File: config.mk
export PLATFORM = sky130hd
export DESIGN_NAME = i2c_slave_fsm
export DESIGN_NICKNAME = d
export VERILOG_FILES = /design/src/rtl/i2c_slave_fsm.sv
export SDC_FILE = /design/constraint.sdc
export NUM_CORES = 1
export LEC_CHECK = 0
export BUFFER_PORTS_ARGS = -buffer_cell sky130_fd_sc_hd__buf_2
export CELL_PAD_IN_SITES_DETAIL_PLACEMENT = 1
export CELL_PAD_IN_SITES_GLOBAL_PLACEMENT = 2
export CORE_AREA = 2 2 82 84
export DETAILED_ROUTE_END_ITERATION = 6
export DIE_AREA = 0 0 84 86
export PLACE_DENSITY = 0.71
export SYNTH_ARGS = -nofsm -noshare
export SYNTH_HDL_FRONTEND = slang
export SYNTH_SLANG_ARGS = --single-unit
File: constraint.sdc
create_clock -name clk -period 2.4 [get_ports clk]
set_input_delay 0.36 -clock clk [delete_from_list [all_inputs] [get_ports clk]]
set_output_delay 0.36 -clock clk [all_outputs]
set_load 0.1 [all_outputs]
File: src/rtl/i2c_slave_fsm.sv
`default_nettype none
// ============================================================================
// Module   : i2c_slave_fsm
// Purpose  : I2C target with one 7-bit address; oversampled SCL/SDA,
//            open-drain SDA drive, valid/ready byte exchange.
// Revision : 1.0 - initial release
// ============================================================================
`timescale 1ns/1ps
module i2c_slave_fsm #(
    parameter logic [6:0] SLAVE_ADDR = 7'h50,
    parameter int         ADDR_LEN   = 7,
    parameter int         DATA_LEN   = 8
) (
    input  logic       clk,
    input  logic       rst,
    input  logic       scl_in,
    input  logic       sda_in,
    output logic       sda_oe,
    input  logic [7:0] tx_data,
    input  logic       tx_valid,
    output logic       tx_ready,
    output logic [7:0] rx_data,
    output logic       rx_valid,
    output logic       addr_match,
    output logic       rw,
    output logic       busy
);

    typedef enum logic [3:0] {
        IDLE           = 4'd0,
        RECV_ADDRESS   = 4'd1,
        SEND_ACK_ADDR  = 4'd2,
        READ_DATA      = 4'd3,
        SEND_ACK_DATA  = 4'd4,
        WRITE_DATA     = 4'd5,
        CHECK_ACK_DATA = 4'd6,
        WAIT_STOP      = 4'd7
    } state_t;

    localparam logic [3:0] ADDR_BITS = 4'(ADDR_LEN + 1);
    localparam logic [3:0] BYTE_BITS = 4'(DATA_LEN);
    localparam logic [3:0] LAST_BIT  = 4'(DATA_LEN - 1);

    logic       scl_s1, scl_s2, scl_d;
    logic       sda_s1, sda_s2, sda_d;
    logic       scl_rise, scl_fall, start_cond, stop_cond;

    state_t     state, state_n;
    logic [3:0] cnt, cnt_n;
    logic [7:0] shift, shift_n;
    logic [7:0] rx_data_n;
    logic [7:0] load_byte;
    logic       oe_n, rx_valid_n, tx_ready_n, addr_match_n, rw_n;

    // Two-flop synchronizer plus one history flop per line
    always_ff @(posedge clk) begin
        if (rst) begin
            scl_s1 <= 1'b1; scl_s2 <= 1'b1; scl_d <= 1'b1;
            sda_s1 <= 1'b1; sda_s2 <= 1'b1; sda_d <= 1'b1;
        end else begin
            scl_s1 <= scl_in; scl_s2 <= scl_s1; scl_d <= scl_s2;
            sda_s1 <= sda_in; sda_s2 <= sda_s1; sda_d <= sda_s2;
        end
    end

    assign scl_rise   = scl_s2 & ~scl_d;
    assign scl_fall   = ~scl_s2 & scl_d;
    assign start_cond = scl_s2 & sda_d & ~sda_s2;
    assign stop_cond  = scl_s2 & ~sda_d & sda_s2;
    assign load_byte  = tx_valid ? tx_data : 8'hFF;
    assign busy       = (state != IDLE) && (state != WAIT_STOP);

    always_ff @(posedge clk) begin
        if (rst) begin
            state      <= IDLE;
            cnt        <= 4'd0;
            shift      <= 8'h00;
            sda_oe     <= 1'b0;
            rx_data    <= 8'h00;
            rx_valid   <= 1'b0;
            tx_ready   <= 1'b0;
            addr_match <= 1'b0;
            rw         <= 1'b0;
        end else begin
            state      <= state_n;
            cnt        <= cnt_n;
            shift      <= shift_n;
            sda_oe     <= oe_n;
            rx_data    <= rx_data_n;
            rx_valid   <= rx_valid_n;
            tx_ready   <= tx_ready_n;
            addr_match <= addr_match_n;
            rw         <= rw_n;
        end
    end

    always_comb begin
        state_n      = state;
        cnt_n        = cnt;
        shift_n      = shift;
        oe_n         = sda_oe;
        rx_data_n    = rx_data;
        rx_valid_n   = 1'b0;
        tx_ready_n   = 1'b0;
        addr_match_n = 1'b0;
        rw_n         = rw;
        // Bus conditions preempt any bit activity in the same cycle
        if (stop_cond) begin
            state_n = IDLE;
            oe_n    = 1'b0;
            cnt_n   = 4'd0;
        end else if (start_cond) begin
            state_n = RECV_ADDRESS;
            oe_n    = 1'b0;
            cnt_n   = 4'd0;
        end else begin
            case (state)
                IDLE: ;
                RECV_ADDRESS: begin
                    if (scl_rise) begin
                        shift_n = {shift[6:0], sda_s2};
                        cnt_n   = cnt + 4'd1;
                    end else if (scl_fall && cnt == ADDR_BITS) begin
                        cnt_n = 4'd0;
                        if (shift[ADDR_LEN:1] == SLAVE_ADDR) begin
                            rw_n         = shift[0];
                            oe_n         = 1'b1;
                            addr_match_n = 1'b1;
                            state_n      = SEND_ACK_ADDR;
                        end else begin
                            oe_n    = 1'b0;
                            state_n = WAIT_STOP;
                        end
                    end
                end
                SEND_ACK_ADDR: begin
                    if (scl_fall) begin
                        cnt_n = 4'd0;
                        if (!rw) begin
                            oe_n    = 1'b0;
                            state_n = READ_DATA;
                        end else begin
                            shift_n    = load_byte;
                            tx_ready_n = tx_valid;
                            oe_n       = ~load_byte[7];
                            state_n    = WRITE_DATA;
                        end
                    end
                end
                READ_DATA: begin
                    if (scl_rise) begin
                        shift_n = {shift[6:0], sda_s2};
                        cnt_n   = cnt + 4'd1;
                        if (cnt == LAST_BIT) begin
                            rx_data_n  = {shift[6:0], sda_s2};
                            rx_valid_n = 1'b1;
                        end
                    end else if (scl_fall && cnt == BYTE_BITS) begin
                        oe_n    = 1'b1;
                        cnt_n   = 4'd0;
                        state_n = SEND_ACK_DATA;
                    end
                end
                SEND_ACK_DATA: begin
                    if (scl_fall) begin
                        oe_n    = 1'b0;
                        cnt_n   = 4'd0;
                        state_n = READ_DATA;
                    end
                end
                WRITE_DATA: begin
                    if (scl_fall) begin
                        if (cnt == LAST_BIT) begin
                            oe_n    = 1'b0;
                            cnt_n   = 4'd0;
                            state_n = CHECK_ACK_DATA;
                        end else begin
                            cnt_n   = cnt + 4'd1;
                            shift_n = {shift[6:0], 1'b0};
                            oe_n    = ~shift[6];
                        end
                    end
                end
                CHECK_ACK_DATA: begin
                    // A fall here always follows an ACKed rise; NACK leaves on the rise
                    if (scl_rise && sda_s2) begin
                        cnt_n   = 4'd0;
                        state_n = WAIT_STOP;
                    end else if (scl_fall) begin
                        shift_n    = load_byte;
                        tx_ready_n = tx_valid;
                        oe_n       = ~load_byte[7];
                        cnt_n      = 4'd0;
                        state_n    = WRITE_DATA;
                    end
                end
                WAIT_STOP: oe_n = 1'b0;
                default: begin
                    state_n = IDLE;
                    oe_n    = 1'b0;
                end
            endcase
        end
    end

endmodule
`default_nettype wire

* Word level (Yosys, flattened, before mapping)
Index checks and enable logic that the tools add are counted.
** Storage, ports and cells
- Logic and storage cells :: 143
- Output and inout bits :: 14
- Bits in registers :: 35
- Bits of input ports :: 13
** Operators by class
- Mux-type cells :: 49
- Bitwise logic cells :: 20
- Eq/ne operators :: 36
- Reduce and logical (&&, ||, !) cells :: 21
- Add/sub/neg operators :: 1
** Operators by type and width (number)
- $mux 4 :: 16
- $mux 8 :: 8
- $reduce_and 10->1 :: 4
- $pmux 8 s4 :: 1
- $pmux 4 s7 :: 1
- $ne 3x3->1 const B :: 9
- $ne 2x2->1 const B :: 12
- $eq 4x3->1 const B :: 5
- $mux 1 :: 18
- $pmux 4 s4 :: 1
- $not 1->1 :: 14
- $reduce_bool 4->1 :: 3
- $eq 4x2->1 const B :: 2
- $reduce_or 2->1 :: 4
- $eq 7x7->1 const B :: 1
- $pmux 1 s7 :: 1
- $and 1x1->1 :: 6
- $mux 3 :: 2
- $reduce_and 6->1 :: 1
- $reduce_or 6->1 :: 1
- $reduce_and 5->1 :: 1
- $reduce_or 5->1 :: 1
- $add 4x1->4 const B :: 1
- $eq 4x1->1 const B :: 1
- other kinds (10) :: 13

* Logic depth before layout (Yosys ltp)
Gate-level depths: netlist (run 1).
- Depth after elaboration :: 7
- Depth in mapped cells :: 8

* Worst setup path before layout (run 1)
Ideal clock, no wire load.
- Path type :: reg-to-output
- Start point :: register state[1]
- End point :: output busy
- Slack :: -0.449 ns
- Path buffers :: 3
- Arrival time :: 2.489 ns
- Stages on the path, launching flop included :: 6
- Cell sequence :: dfxtp_1 buf_2 buf_2 buf_1 nor3_1 a21oi_1
** Between the ends
- Longest elaborated chain between the ends :: 2
- Elaborated cells between the ends (all ways) :: 3
- Those cells by class :: eq/ne (1); reduce/logical (2)
** RTL lines
- from (decl) :: line 48 : state_t state, state_n;
- from (signal assigned) :: line 85 : state <= state_n;
- $ne 4x3->1 or $reduce_bool 4->1 (tied branches) :: line 71 : assign busy = (state != IDLE) && (state != WAIT_STOP);
- $logic_and 1x1->1 * :: line 71
- to (decl) :: line 26 : output logic busy
Mark *: on every way between the ends. The rest lies on a longest branch, timed or not.

* Worst setup path in the final report (run 1)
- Start point :: register state[2]
- End point :: register shift[6]
** Between the ends
- Longest elaborated chain between the ends :: 4
- Elaborated cells between the ends (all ways) :: 16
- Those cells by class :: eq/ne (12); mux (1); reduce/logical (3)
** RTL lines
- $eq 4x2->1 or $eq 4x1->1 (tied branches) :: line 117 : case (state)
- $reduce_or 2->1 (no line)
- $ne 2x1->1 (no line) or $reduce_bool 4->1 (tied branches)
- $reduce_and 10->1 (no line)
- to (signal assigned) :: line 87 : shift <= shift_n;
- to (decl) :: line 50 : logic [7:0] shift, shift_n;
Several ways; a longest one is shown, not always the timed one.
A chain may end at the register's enable or synchronous reset.

==> results of run 1 <==
-- layout make-up --
type	instances	area (um^2)	share of cell area
clock buffer	6	82.6	0.0372
clock inverter	2	60.1	0.0270
inverter	7	26.3	0.0118
multi-input combinational	157	1080	0.485
sequential	34	681	0.306
tap	77	96.3	0.0434
timing repair buffer	35	198	0.0890
-- through the flow --
| step | utilization | setup slack (ns) |
|---|---|---|
| after detailed placement | 0.330 | 0.196 |
| after global placement | 0.330 | 0.262 |
| after global routing | 0.354 | 0.105 |
| after CTS | 0.353 | 0.177 |
| final | 0.354 | 0.326 |
| after floorplan | - | 0.150 |
-- timing repair --
action / CTS / global route
setup endpoints to repair: 0 / 5
hold buffers: 0 / 0
gates resized for setup: 0 / 1
-- registers in the layout, summed over array words and instances, names as in the netlist --
signal and flops:
sda_d 1, scl_s1 1, sda_s1 1, cnt 4, sda_oe 1, tx_ready 1, addr_match 1, rw 1
scl_s2 1, rx_valid 1, state 3, rx_data 8, scl_d 1, shift 8, sda_s2 1
-- routing by layer --
metal / track usage / vias to the layer above / wire length (um)
li1: - / 848 / -
met1: 0.220 / 856 / 2580
met2: 0.234 / 37 / 2410
met3: 0.0289 / 2 / 180
met4: 0.0220 / 0 / 13
met5: 0 / - / 0
-- power groups by stage --
stage / clock (uW) / sequential (uW) / combinational, uW
final: 663 / 577 / 94.2
after global routing: 711 / 578 / 105
after CTS: 683 / 577 / 95.7
after detailed placement: 0 / 590 / 95.1
after global placement: 0 / 590 / 94.4
after floorplan: 0 / 587 / 65.1
-- how the worst min path moves through the flow --
stage / endpoint / from / slack (ns)
after floorplan: scl_s2 / scl_s1 / 0.39
after global placement: scl_s2 / scl_s1 / 0.39
after detailed placement: sda_s2 / sda_s1 / 0.40
after CTS: scl_s1 / scl_in / 0.25
after global routing: sda_s1 / sda_in / 0.26
final: scl_s1 / scl_in / 0.26
-- cells in the final DEF, fill, tap and decap left out, types with 5 or more instances in the layout --
master,count
nand3_1,7
a21oi_1,9
o41ai_1,6
clkbuf_8,6
nand2b_1,5
nor2_1,22
inv_1,5
nand3b_1,10
nand2_1,12
buf_4,9
buf_2,26
or2_2,5
o21ai_0,12
mux2i_1,9
dfxtp_1,34
o211ai_1,8
-- cells by family after synthesis --
group	Yosys count
multiplexers	10
flip-flops	34
adder cells (fa/ha/maj)	2
AO/OA/AOI/OAI	63
XOR/XNOR	1
AND/OR/NAND/NOR	81
buffers and inverters	22
==> results_dict.tcl, run 1 <==
set metrics [dict create \
    syn_nets 228 \
    port_buffers 26 \
    rrSetupSlack_ns 0.33 \
    crit_buf_inv 0 \
    cp.required_ns 2.57 \
    setup_tns_ns 0 \
    setup-violations-final 0 \
    grt_max_degree 25 \
    routed_wl_mm 5.18 \
    cts-buffers-inserted 5 \
    holdPathStages 2 \
    row_count 29 \
    yosys_warnings 0 \
    drc 0 \
    fp.dieW_um 84 \
    synth_common_cells "dfxtp_1 (34), nor2_1 (22), nand2_1 (12), o21ai_0 (12), a21oi_1 (11)" \
    rr_worst_depth 5 \
    antenna_found_initial 0 \
    ys_seq_area_frac 0.368 \
    postRouteAntennaNets 0 \
    die-area_um2 7220 \
    synth_fa_ha_area_frac 0.0135 \
    synth_area_um2 1850 \
    fin_crit_sh 0.864 \
    cts_setup_buffers 0 \
    path_depth 5 \
    tightest_slew_ns 0.592 \
    htree_levels 2 \
    setup.worst_path.end "shift[6]" \
    netSwitchingFraction 0.215 \
    drive_gt1_frac 0.245 \
    hold_path_class "primary input to flip-flop" \
    instances_no_fill 318 \
    clock_sinks 34 \
    clk_latency_ns 0.28 \
    nNetsFinal 255 \
    worstSetupStartpoint "state[2]" \
    boundaryPins 27 \
    worstSetupEndpointType "flip-flop" \
    path_class "flip-flop to flip-flop" \
    start_kind "flip-flop" \
    critical_path.max_fanout 14 \
    power.density_nw_per_um2 600 \
    syn2layout_area_growth_pct 20.1 \
    cp_slowest_cell "dfxtp_1" \
    yosysTopAreaCellShare 0.368 \
    cts_tree "yes" \
    clock-skew-final_ns 0.00909 \
    power_switching_uw 286 \
    drt_iter0_drc 119 \
    cts.clk_slew.worst_paths_ns 0.07 \
    min_period_ns 2.07 \
    critical-path-top-delay-family "compound AO/OA/AOI/OAI gates" \
    initial_core_util 0.295 \
    r2r-start "state[2]" \
    slew_viol_final 0 \
    clockPowerShare 0.497 \
    vias_per_cell 5.48 \
    status "finished, final reports clean" \
    power_leakage_uw 0.000918 \
    synth_top_family_by_area "compound AO/OA/AOI/OAI gates" \
    place_area_um2 2070 \
    die_h_um 86 \
    synth_ff_type "dfxtp_1" \
    grt_pass1_wl_mm 8.83 \
    ir_worst_vdd_uv 203 \
    drtPass1Iterations 4 \
    gp_congestion 0.830 \
    yosys.area_share.xor_xnor 0.00474 \
    synth_mux_area_frac 0.0548 \
    grt-ovfl-total 0 \
    grt_pass1_vias 1699 \
    fin_area_um2 2220 \
    yosysTopAreaCell "dfxtp_1" \
    num_vias 1743 \
    synth_cell_types 57 \
    core_um2 6280 \
    hpwl_mm 3.85 \
    cts_root_buf "clkbuf_8" \
    drv_cap 0 \
    timing.rr.end "shift[6]" \
    slew_headroom 0.604 \
    wl_per_cell_um 16.3 \
    slowest_delay_ns 0.61 \
    synth_edf_count 0 \
    fillers 753 \
    synth-seq-cells 34 \
    placed_cells 310 \
    synth-simple-area-share 0.248 \
    synthArstFlopShare 0 \
    pwr-share-seq 0.433 \
    num_antenna_cells 0 \
    hold_violations 0 \
    avgSynthCellArea_um2 8.68 \
    synth_cells 213 \
    rsz0062_at_grt "no" \
    crit_arrival_ns 2.24 \
    synth_most_common_cell "dfxtp_1" \
    pwr-share-comb 0.071 \
    track_usage 0.150 \
    fmax_mhz 482 \
    clockBufferDepth 2 \
    holdWs_ns 0.260 \
    synth_compound_area_frac 0.257 \
    netlist_top_cells_area "dfxtp_1 (37%), mux2i_1 (4.9%), nor2_1 (4.5%)" \
    total_power_uw 1330 \
    critical_path.cell_chain "nand3_1 -> or3_1 -> o211ai_2 -> o211ai_1 -> o41ai_1" \
    internal_power_uw 1050 \
]
Note: power is estimated with default switching activity, not from simulation.
==> run 2, diff against run 1 <==
--- a/config.mk
+++ b/config.mk
@@ -12,6 +12,7 @@
 export DETAILED_ROUTE_END_ITERATION = 6
 export DIE_AREA = 0 0 84 86
 export PLACE_DENSITY = 0.71
+export RECOVER_POWER = 100
 export SYNTH_ARGS = -nofsm -noshare
 export SYNTH_HDL_FRONTEND = slang
 export SYNTH_SLANG_ARGS = --single-unit
==> run 2 against run 1 <==
Non-clock buffer count did not move; clock skew increased by 0.0019 ns; clock power is essentially flat; maximum frequency down 4.6%; largest power group unchanged; sequential share of layout area increased by 0.67 points; critical endpoint is now cnt[1]; highest routed layer unchanged.
==> results_dict.tcl, run 2 (synthesis gave the netlist of run 1 again) <==
set metrics [dict create \
    drv_cap 0 \
    crit_arrival_ns 2.37 \
    track_usage 0.150 \
    row_count 29 \
    worstSetupEndpointType "flip-flop" \
    total_power_uw 1330 \
    die_h_um 86 \
    min_from "scl_in" \
    tightest_slew_ns 1.17 \
    setup-violations-final 0 \
    drive_gt1_frac 0.170 \
    fp.dieW_um 84 \
    boundaryPins 27 \
    die-area_um2 7220 \
    place_ws_ns 0.196 \
    vias_per_cell 5.39 \
    routed_wl_mm 5.25 \
    worstSetupStartpoint "scl_s2" \
    clk_latency_ns 0.29 \
    clockBufferDepth 2 \
    drtPass1Iterations 4 \
    cp_slowest_cell "a2111oi_2" \
    cp.required_ns 2.59 \
    setup_tns_ns 0 \
    critical_path.max_fanout 8 \
    grt_max_degree 25 \
    final_common_cell "dfxtp_1" \
    slowest_delay_ns 0.69 \
    rrSetupSlack_ns 0.23 \
    hpwl_mm 3.85 \
    grt_pass1_vias 1699 \
    antenna_found_initial 0 \
    rsz0062_at_grt "no" \
    clock-skew-final_ns 0.0110 \
    mostFrequentLayoutCells "dfxtp_1 (34), nor2_1 (22), clkbuf_1 (16), o21ai_0 (13), nand2_1 (12)" \
    timing.rr.end "cnt[1]" \
    port_buffers 26 \
    cts_setup_buffers 0 \
    grt_pass1_wl_mm 8.83 \
    clock_sinks 34 \
    postRouteAntennaNets 0 \
    drc 0 \
    slew_viol_final 0 \
    grt-ovfl-total 0 \
    num_vias 1715 \
    cts-buffers-inserted 5 \
    ir_worst_vdd_uv 203 \
    r2r-start "scl_s2" \
    drt_iter0_drc 130 \
    status "finished, final reports clean" \
    power_leakage_uw 0.000837 \
    cts_tree "yes" \
    hold_path_class "primary input to flip-flop" \
    critical-path-top-delay-family "compound AO/OA/AOI/OAI gates" \
    largestRegisters "rx_data x8, shift x8, cnt x4" \
    fin_crit_sh 0.906 \
    hold_violations 0 \
    power.density_nw_per_um2 613 \
    gp_congestion 0.830 \
    min_period_ns 2.17 \
    holdPathStages 2 \
    worst_slack_ns 0.226 \
    initial_core_util 0.295 \
    crit_buf_inv 0 \
    wl_per_cell_um 16.5 \
    rr_worst_depth 5 \
    worstHoldEndpoint "scl_s1" \
    num_antenna_cells 0 \
    critical_path.cell_chain "nand2b_1 -> o31ai_1 -> a2111oi_2 -> nor2_1 -> o32ai_1" \
    core_um2 6280 \
    cts_root_buf "clkbuf_8" \
    fmax_mhz 460 \
    htree_levels 2 \
    slew_headroom 0.220 \
    cts.clk_slew.worst_paths_ns 0.07 \
    path_class "flip-flop to flip-flop" \
    syn2layout_area_growth_pct 17.5 \
    nNetsFinal 255 \
    start_kind "flip-flop" \
]
run 2: what timing repair did:
item,4_1_cts,5_1_grt
resized for setup,0,1
hold endpoints to repair,0,0
hold buffers,0,0
endpoints found under the setup margin,0,5
run 2: cell type report:
cell class              instances  area [um^2]
flip-flops and latches         34          681
clock buffers                   6         82.6
clock inverters                 2         60.1
repair buffers                 35          173
multi-input cells             157         1050
fillers                       765         4100
inverters                       7         26.3
well taps                      77         96.3
run 2: worst max path at each step:
stage	to	slack, ns	cells past startpoint
3_3_place_gp	shift[6]	0.26	5
3_5_place_dp	shift[6]	0.20	5
2_1_floorplan	busy	0.15	5
5_1_grt	cnt[1]	0.08	5
4_1_cts	shift[6]	0.18	5
6_report	cnt[1]	0.23	5
run 2: worst reg2reg max path: stages, from the launching register on:
cell	delay, ns
dfxtp_1	0.47
nand2b_1	0.38
o31ai_1	0.15
a2111oi_2	0.69
nor2_1	0.17
o32ai_1	0.24
run 2: power by group:
| part | switching [uW] | internal (uW) |
|---|---|---|
| combinational | 58.9 | 34.2 |
| sequential | 7.72 | 569 |
| clock | 220 | 443 |
| total | 287 | 1050 |
run 2: through the flow:
| stage | area [um^2] | instances | hold slack, ns | utilization |
|---|---|---|---|---|
| 2_1_floorplan | 1850 | 213 | 0.389 | - |
| 5_1_grt | 2170 | 318 | 0.261 | 0.346 |
| 6_report | 2170 | 318 | 0.261 | 0.346 |
| 3_5_place_dp | 2070 | 310 | 0.399 | 0.330 |
| 4_1_cts | 2220 | 318 | 0.254 | 0.353 |
| 3_3_place_gp | 2070 | 310 | 0.393 | 0.330 |
run 2: layer usage:
layer  share of wire  global-route usage  vias to the layer above
li1                -                   -                      848
met1            0.52               0.220                      839
met2            0.46               0.234                       26
met3           0.026              0.0289                        2
met4          0.0025              0.0220                        0
met5               0                   0                        -
==> run 3, diff against run 2 <==
--- a/config.mk
+++ b/config.mk
@@ -13,6 +13,7 @@
 export DIE_AREA = 0 0 84 86
 export PLACE_DENSITY = 0.71
 export RECOVER_POWER = 100
+export REMOVE_ABC_BUFFERS = 1
 export SYNTH_ARGS = -nofsm -noshare
 export SYNTH_HDL_FRONTEND = slang
 export SYNTH_SLANG_ARGS = --single-unit
==> run 3 against run 2 <==
Power is 17% lower; global-route usage is 0.22 points higher; clock-buffer cell count is 1 higher; worst setup slack better by 0.037 ns; sequential share of layout area is 0.63 points higher; critical path depth is 1 lower; via count is 0.23% higher; utilization is 0.68 points lower; largest power group is now sequential cells.
==> results_dict.tcl, run 3 (synthesis gave the netlist of run 1 again) <==
set metrics [dict create \
    status "finished, final reports clean" \
    antenna_found_initial 0 \
    ir_worst_vdd_uv 228 \
    top_layer "met4" \
    core_um2 6280 \
    pwr-share-comb 0.082 \
    r2r-start "state[2]" \
    rsz0062_at_grt "no" \
    gp_congestion 0.801 \
    clock-skew-final_ns 0.0117 \
    num_antenna_cells 0 \
    grt_pass1_wl_mm 8.71 \
    fillers 781 \
    largestRegisters "rx_data x8, shift x8, cnt x4" \
    track_usage 0.152 \
    row_count 29 \
    rrSetupSlack_ns 0.27 \
    vias_per_cell 5.41 \
    grt-ovfl-total 0 \
    drtPass1Iterations 5 \
    worstSetupStartpoint "state[1]" \
    mostFrequentLayoutCells "dfxtp_1 (34), nor2_1 (22), clkbuf_1 (17), o21ai_0 (13), nand2_1 (12)" \
    wl_met2_mm 2.32 \
    worstSetupEndpointType "output pin" \
    drt_iter0_drc 90 \
    clockBufferDepth 2 \
    grt_pass1_vias 1722 \
    htree_levels 2 \
    hpwl_mm 3.79 \
    syn2layout_area_growth_pct 15.2 \
    num_vias 1719 \
    wl_per_cell_um 16.4 \
    hold_path_class "primary input to flip-flop" \
    setup-violations-final 0 \
    slew_headroom 0.224 \
    clock_sinks 34 \
    drv_cap 0 \
    routed_wl_mm 5.20 \
    setup_tns_ns 0 \
    power_leakage_uw 0.000819 \
    drc 0 \
    clk_latency_ns 0.29 \
    drive_gt1_frac 0.158 \
    cp.required_ns 2.04 \
    pwr-share-seq 0.519 \
    cts_root_buf "clkbuf_8" \
    drt-met1-wl_mm 2.62 \
    setup.worst_path.end "busy" \
    boundaryPins 27 \
    tightest_slew_ns 1.17 \
    slew_viol_final 0 \
    critical_path.max_fanout 12 \
    initial_core_util 0.295 \
    path_class "flip-flop to output pin" \
    instances_no_fill 318 \
    rr_worst_depth 5 \
    grt_max_degree 19 \
    fin_crit_sh 0.890 \
    hold_violations 0 \
    final_common_cell "dfxtp_1" \
    cts-buffers-inserted 5 \
    die-area_um2 7220 \
    power.density_nw_per_um2 522 \
    timing.rr.end "shift[7]" \
    port_buffers 26 \
    power_switching_uw 278 \
    fp.dieW_um 84 \
    fin_util 0.339 \
    cts.clk_slew.worst_paths_ns 0.07 \
    crit_arrival_ns 1.78 \
    min_period_ns 2.14 \
    fmax_mhz 468 \
    clockPowerShare 0.399 \
    nNetsFinal 255 \
    postRouteAntennaNets 0 \
    die_h_um 86 \
    start_kind "flip-flop" \
    placed_cells 310 \
    wl_met3_um 185 \
    netSwitchingFraction 0.250 \
    internal_power_uw 834 \
    cts_tree "yes" \
]
## run 3: cell types whose count changed in the layout (fill, tap and decap cells not counted)
| cell | before | now |
|---|---|---|
| inv_1 | 5 | 6 |
| a21oi_2 | 2 | 1 |
| inv_2 | 1 | 0 |
| a2111oi_4 | 0 | 1 |
| clkinv_2 | 0 | 1 |
| a2111oi_2 | 1 | 0 |
| bufinv_16 | 2 | 0 |
| a21oi_1 | 9 | 10 |
| clkbuf_1 | 16 | 17 |
## run 3: worst min-delay path by stage
stage,startpoint,endpoint,slack [ns],cells after the start
finish,scl_in,scl_s1,0.25,2
global route,scl_in,scl_s1,0.26,2
CTS,scl_in,scl_s1,0.25,2
detailed placement,scl_s1,scl_s2,0.40,1
global placement,sda_s1,sda_s2,0.39,1
floorplan,scl_s1,scl_s2,0.39,1
## run 3: per-stage QoR
step	setup slack [ns]	power (uW)	cell area, um^2	hold WS, ns
global placement	0.206	683	2070	0.391
finish	0.263	1110	2130	0.255
CTS	0.190	1130	2160	0.248
floorplan	-0.302	641	1780	0.389
global route	0.0953	1170	2130	0.261
detailed placement	0.206	683	2070	0.401
## run 3: repair_timing
item / in CTS / in global routing
hold buffers: 0 / 0
endpoints found under the setup margin: 0 / 7
resized for setup: 0 / 1
buffers inserted: 0 / 0
hold endpoints to repair: 0 / 0
## run 3: power groups by stage
stage / Sequential, uW / Clock [uW] / Combinational, uW
2_1_floorplan: 589 / 0 / 51.1
3_3_place_gp: 590 / 0 / 93.4
3_5_place_dp: 590 / 0 / 92.7
4_1_cts: 577 / 458 / 93.0
5_1_grt: 578 / 486 / 102
6_report: 577 / 444 / 91.1
## run 3: final cells by class
cell class	instances	area, um^2	area share
clock buffers	7	86.3	0.0405
clock inverters	1	5.00	0.00235
repair buffers	35	173	0.0810
flip-flops and latches	34	681	0.319
well taps	77	96.3	0.0452
multi-input cells	157	1060	0.499
inverters	7	26.3	0.0123
## run 3: worst max-delay path: stages (launching register included)
cell      delay [ns]
dfxtp_1         0.59
buf_4           0.24
nor3_1          0.06
a21oi_1         0.13
clkbuf_2        0.47
## run 3: routing by layer
layer	GRT usage	vias up
met3	0.0269	5
li1	-	848
met4	0.0572	0
met5	0	-
met2	0.242	30
met1	0.207	836
